<file path="src/rtl/demux1to2_stream.sv">
// Registered 1-to-2 stream demultiplexer.
// Routes whole packets and keeps per-output beat counters.
module demux1to2_stream #(
    parameter int WIDTH = 8,
    parameter int CNT_W = 16
) (
    input  logic             clk,
    input  logic             rst,
    input  logic             s_valid,
    output logic             s_ready,
    input  logic [WIDTH-1:0] s_data,
    input  logic             s_sel,
    input  logic             s_last,
    output logic             m0_valid,
    input  logic             m0_ready,
    output logic [WIDTH-1:0] m0_data,
    output logic             m0_last,
    output logic             m1_valid,
    input  logic             m1_ready,
    output logic [WIDTH-1:0] m1_data,
    output logic             m1_last,
    output logic [CNT_W-1:0] cnt0,
    output logic [CNT_W-1:0] cnt1
);

    typedef enum logic {
        IDLE,
        PKT
    } state_t;

    state_t state, state_nxt;
    logic   sel_q, sel_nxt;
    logic   eff_sel;
    logic   free0, free1;
    logic   acc;
    logic   load0, load1;
    logic   hs0, hs1;

    assign eff_sel = (state == PKT) ? sel_q : s_sel;
    assign free0   = !m0_valid || m0_ready;
    assign free1   = !m1_valid || m1_ready;
    assign s_ready = !rst && (eff_sel ? free1 : free0);
    assign acc     = s_valid && s_ready;
    assign load0   = acc && !eff_sel;
    assign load1   = acc && eff_sel;
    assign hs0     = m0_valid && m0_ready;
    assign hs1     = m1_valid && m1_ready;

    always_ff @(posedge clk) begin
        if (rst) begin
            state <= IDLE;
            sel_q <= 1'b0;
        end else begin
            state <= state_nxt;
            sel_q <= sel_nxt;
        end
    end

    always_comb begin
        state_nxt = state;
        sel_nxt   = sel_q;
        unique case (state)
            IDLE: begin
                if (acc && !s_last) begin
                    state_nxt = PKT;
                    sel_nxt   = s_sel;
                end
            end
            PKT: begin
                if (acc && s_last) begin
                    state_nxt = IDLE;
                end
            end
            default: state_nxt = IDLE;
        endcase
    end

    // A load wins over a drain so back-to-back beats leave no bubble.
    always_ff @(posedge clk) begin
        if (rst) begin
            m0_valid <= 1'b0;
            m0_data  <= '0;
            m0_last  <= 1'b0;
        end else if (load0) begin
            m0_valid <= 1'b1;
            m0_data  <= s_data;
            m0_last  <= s_last;
        end else if (m0_ready) begin
            m0_valid <= 1'b0;
        end
    end

    always_ff @(posedge clk) begin
        if (rst) begin
            m1_valid <= 1'b0;
            m1_data  <= '0;
            m1_last  <= 1'b0;
        end else if (load1) begin
            m1_valid <= 1'b1;
            m1_data  <= s_data;
            m1_last  <= s_last;
        end else if (m1_ready) begin
            m1_valid <= 1'b0;
        end
    end

    always_ff @(posedge clk) begin
        if (rst) begin
            cnt0 <= '0;
            cnt1 <= '0;
        end else begin
            if (hs0 && (cnt0 != '1)) cnt0 <= cnt0 + 1'b1;
            if (hs1 && (cnt1 != '1)) cnt1 <= cnt1 + 1'b1;
        end
    end

endmodule
</file>
<file path="config.mk">
export PLATFORM = sky130hd
export DESIGN_NAME = demux1to2_stream
export DESIGN_NICKNAME = d
export VERILOG_FILES = /design/src/rtl/demux1to2_stream.sv
export SDC_FILE = /design/constraint.sdc
export NUM_CORES = 1
export LEC_CHECK = 0
export ABC_AREA = 1
export BUFFER_PORTS_ARGS = -buffer_cell sky130_fd_sc_hd__buf_2
export CORE_UTILIZATION = 35
export DETAILED_ROUTE_END_ITERATION = 10
export GPL_TIMING_DRIVEN = 1
export PLACE_DENSITY = 0.61
export SKIP_LAST_GASP = 1
export SLEW_MARGIN = 0
export SYNTH_ARGS = -nofsm -noshare
export SYNTH_HDL_FRONTEND = slang
export SYNTH_SLANG_ARGS = --single-unit
</file>
<file path="constraint.sdc">
create_clock -name clk -period 4.6 [get_ports clk]
set_clock_uncertainty 0.1 [all_clocks]
set_input_delay 0.23 -clock clk [delete_from_list [all_inputs] [get_ports clk]]
set_output_delay 0.23 -clock clk [all_outputs]
set_load 0.02 [all_outputs]
</file>
### After elaboration in Yosys (flattened, before gate mapping)

Index checks and enable logic that the tools add are counted.
W data, S select, Z words.

| storage, ports and cells | value |
|---|---|
| register bits after elaboration | 54 |
| input bits | 15 |
| output and inout port bits | 53 |
| logic and storage cells | 44 |

| operators by class | value |
|---|---|
| add/sub/neg operators | 2 |
| equality and inequality tests | 2 |
| multiplexer cells | 9 |
| bitwise logic cells | 1 |
| reduce and logical (&&, ||, !) cells | 20 |

Operator list:

| kind | number |
|---|---|
| $add A16 B1 Y16 const B | 2 |
| $ne A16 B16 Y1 const B | 2 |
| $logic_and A1 B1 Y1 | 10 |
| $mux W1 | 8 |
| $logic_not A1 Y1 | 5 |
| $reduce_bool A2 Y1 | 2 |
| $logic_or A1 B1 Y1 | 2 |
| $pmux W1 S2 | 1 |
| $reduce_and A2 Y1 | 1 |
| $not A1 Y1 | 1 |

### Longest topological paths before layout

| depth | value |
|---|---|
| depth in word-level cells | 8 |
| gate-level depth with buffers | 10 |
| mapped depth without buffers | 10 |

### Worst setup path after synthesis

Ideal clock, no wire load.

| timing path | value |
|---|---|
| path kind | register -> register |
| start | reg cnt1[0] |
| end | reg cnt1[7] |
| setup time | 0.137 ns |
| arrival | 1.587 ns |
| required time | 4.363 ns |
| path slack | 2.775 ns |
| cell stages (with the launch flop) | 10 |
| path buffers | 1 |
| period minus slack after synthesis | 1.825 ns |
| cell sequence | dfxtp_1 -> ha_1 -> nand3_1 -> nor3_2 -> nand3_2 -> nand2_2 -> inv_2 -> buf_6 -> nand2_1 -> a21oi_2 |

| on the way | value |
|---|---|
| word-level cells in the longest chain between the ends | 2 |
| elaborated cells on any way between the ends | 3 |
| classes of those cells | add/sub (1); eq/ne (1); reduce/logical (1) |

Ends and longest elaborated chain:

| item | line | text |
|---|---|---|
| start: declaration | 23 | `output logic [CNT_W-1:0] cnt1` |
| start signal: assignment | 113 | `if (hs1 && (cnt1 != '1)) cnt1 <= cnt1 + 1'b1;` |
| branches (longest 2 deep; another with $add A16 B1 Y16) | -- |  |

Parallel ways; which one is timed is not known.
A chain may end at the register's enable or synchronous reset.

### Final worst setup path

| timing path | value |
|---|---|
| start | in rst |
| end | reg m0_valid |

| on the way | value |
|---|---|
| word-level cells in the longest chain between the ends | 5 |
| elaborated cells on any way between the ends | 6 |
| classes of those cells | mux (1); reduce/logical (5) |

Ends and longest elaborated chain:

| item | line | text |
|---|---|---|
| start: declaration | 8 | `input logic rst,` |
| $logic_not A1 Y1 | 42 | `assign s_ready = !rst && (eff_sel ? free1 : free0);` |
| $logic_and A1 B1 Y1 | 42 |  |
| $logic_and A1 B1 Y1 | 43 | `assign acc = s_valid && s_ready;` |
| $logic_and A1 B1 Y1 | 44 | `assign load0 = acc && !eff_sel;` |
| $mux W1 / $reduce_bool A2 Y1 (equally long branches) | -- |  |
| end signal: assignment | 81 | `m0_valid <= 1'b0;` |
| end signal: assignment | 85 | `m0_valid <= 1'b1;` |
| end signal: assignment | 89 | `m0_valid <= 1'b0;` |
| end: declaration | 14 | `output logic m0_valid,` |

Several ways; a longest one is shown, not always the timed one.

==> flow_metrics.tcl <==
set metrics [dict create \
    dieHeight_microns 90.7 \
    worst-path-buf-inv 3 \
    synthDistinctLibCells 28 \
    n_antenna_cell 0 \
    finalPower_uw 843 \
    path_delay_family "buffers and inverters" \
    dp_cells 551 \
    row_count 31 \
    final.period_utilization 0.499 \
    core_area_sq_um 7450 \
    cts_made_buffers 5 \
    yosys.area.top_type "dfxtp_1" \
    critPathArrivalTime_ns 2.37 \
    fillers 799 \
    numPortBuffers 67 \
    grtUsageTotal 0.168 \
    top_layer "met4" \
    postSynth.asyncResetShare 0 \
    synthCells 396 \
    die_w_microns 90.7 \
    ir_worst_vdd_mv 0.174 \
    clockBufferDepth 2 \
    report.final.hold_viol_count 0 \
    tightest_slew_ns 0.854 \
    drtAntennaViolNets 0 \
    synth_flop_cell "dfxtp_1" \
    endpoint_kind "register" \
    drcViolationCount 0 \
    min_period_ns 2.30 \
    grt_pass1_wl_mm 11.5 \
    final_area_sq_um 3230 \
    relSlewSlack 0.431 \
    yosysSeqAreaShare 0.392 \
    crit_top_cell "nor2_1" \
    yosys-top-cells-area "dfxtp_1, nand2_1, nor2_1" \
    wl_per_cell_microns 11.8 \
    ios 68 \
    final_nets 476 \
    power.density_nw_per_um2 261 \
    yosysWarnings 0 \
    grt_max_degree 40 \
    layout_common_cells "nand2_1, buf_2, dfxtp_1" \
    path_clk_slew_ns 0.11 \
    cts.sinks 54 \
    htreeDepth 2 \
    final_common_cell "nand2_1" \
    dr_wl_met3_microns 241 \
    maxCapViolCount 0 \
    yosys.area_share.xor_xnor 0.0540 \
    start_util 0.370 \
    crit_path_max_incr_delay_ns 0.65 \
    synth_edf_count 0 \
    placed_cell_area_sq_um 3140 \
    place.gp.congestion 0.798 \
    syn_area_sq_um 2760 \
    viasPerCell 4.74 \
    crit_path_max_fanout 39 \
    drt_iter0_drc 52 \
    finish.utilization 0.434 \
    cp.required_ns 4.67 \
    synthMuxAreaShare 0 \
    whs_ns 0.0904 \
    synth_top_family_by_area "simple AND/OR/NAND/NOR gates" \
    synth_compound_area_frac 0.114 \
    setup_ws_ns 2.30 \
    rsz0062_at_grt "false" \
    dr_wl_met2_mm 3.14 \
    root_buffer "clkbuf_8" \
    status "complete, no violations" \
    grt_pass1_vias 2479 \
    slew_viol_final 0 \
    multi_input_area_sq_um 1480 \
    finalSetupViolations 0 \
    drt_wl_total_mm 6.59 \
    critPathSlowestCell "buf_2" \
    hp-class "in -> reg" \
    critical_path_class "in -> reg" \
    synth-seq-cells 54 \
    regArea_sq_um 1080 \
    netlist.area_leader.share 0.392 \
    dp_hpwl_mm 4.84 \
    synthAdderAreaFrac 0.00908 \
    vias 2652 \
    finalSetupTns_ns 0 \
    drive_gt1_frac 0.222 \
    pre_cts_ws_ns 1.98 \
    hold_buffers 0 \
    cts_tree "done" \
    ctsResizeCount 0 \
    syn-num-nets 413 \
    syn2layout_area_growth_pct 17.3 \
    cts_setup_buffers 0 \
    startpoint_type "primary input" \
    dieArea_sq_um 8230 \
    antenna_found_initial 0 \
    fin_cells 559 \
    cp_cell_sequence "buf_2 > inv_1 > nand3_2 > nor2_4 > nand2_2 > clkinv_1 > nor2_1 > nor2_1" \
    grt_overflow 0 \
    first_pass_iters 4 \
    synthSimpleGateAreaFrac 0.361 \
    worst_skew_pair.late_latency_ns 0.31 \
    p_leak_nw 1.35 \
    fmax_mhz 436 \
    avgSynthCellArea_sq_um 6.96 \
    wl_met1_mm 3.17 \
]
[cells in the mapped netlist (2+ instances only)]
library cell,count
xnor2_1,7
nand2_1,117
nand3_2,4
nand4_1,7
clkbuf_1,6
a21oi_1,27
nand2_2,5
nor2_1,53
and2_1,2
dfxtp_1,54
xor2_1,10
a21oi_2,10
inv_2,2
nand3b_1,2
buf_6,4
ha_1,2
nor3_1,6
nor2_2,2
inv_1,28
nand3_1,23
o21ai_0,18
[sequential cells by signal, summed over array words and instances, names as in the netlist, named ones only]
signal	flops
cnt0	16
cnt1	16
m0_data	8
m1_data	8
m0_last	1
m0_valid	1
m1_last	1
m1_valid	1
sel_q	1
[final timing paths]
kind / startpoint / endpoint / depth (start not counted) / slack [ns]
worst min-delay path: s_data[6] / m1_data[6] / 3 / 0.09
worst max-delay path: rst / m0_valid / 8 / 2.30
worst min register to register: m1_data[1] / m1_data[1] / 2 / 0.37
worst max register to register: cnt1[0] / cnt1[5] / 8 / 2.48
[layout make-up]
cell class              count  share of cell area
multi-input cells         300               0.459
flip-flops and latches     54               0.334
repair buffers             67               0.104
well taps                  99              0.0383
inverters                  31              0.0360
clock buffers               5              0.0213
clock inverters             3             0.00774
[metal layers]
layer / vias up / global-route usage
li1: 1389 / -
met1: 1205 / 0.220
met2: 53 / 0.291
met3: 5 / 0.0261
met4: 0 / 0.0323
met5: - / 0
[worst reg2reg max path, delay by kind of cell (launching register included)]
family | cells | cell delay (ns)
AND/OR/NAND/NOR | 5 | 0.89
adder cells (fa/ha/maj) | 1 | 0.27
AO/OA/AOI/OAI | 1 | 0.06
buffers and inverters | 1 | 0.20
flip-flops | 1 | 0.48
[kinds of logic (layout without fill, tap and decap cells)]
family	Yosys count	in the layout
xor gates and xnor gates	17	17
buffers and inverters	42	106
and+or+nand+nor	226	226
DFF	54	54
adders and majority gates	2	2
AOI/OAI and AO/OA	55	55
[power breakdown]
part	switching (mW)	leakage [nW]	internal (mW)
Sequential	0.00675	0.437	0.478
Clock	0.172	0.0447	0.111
Combinational	0.0527	0.868	0.0228
Total	0.232	1.35	0.611
Power figures use the tool's default switching activity.
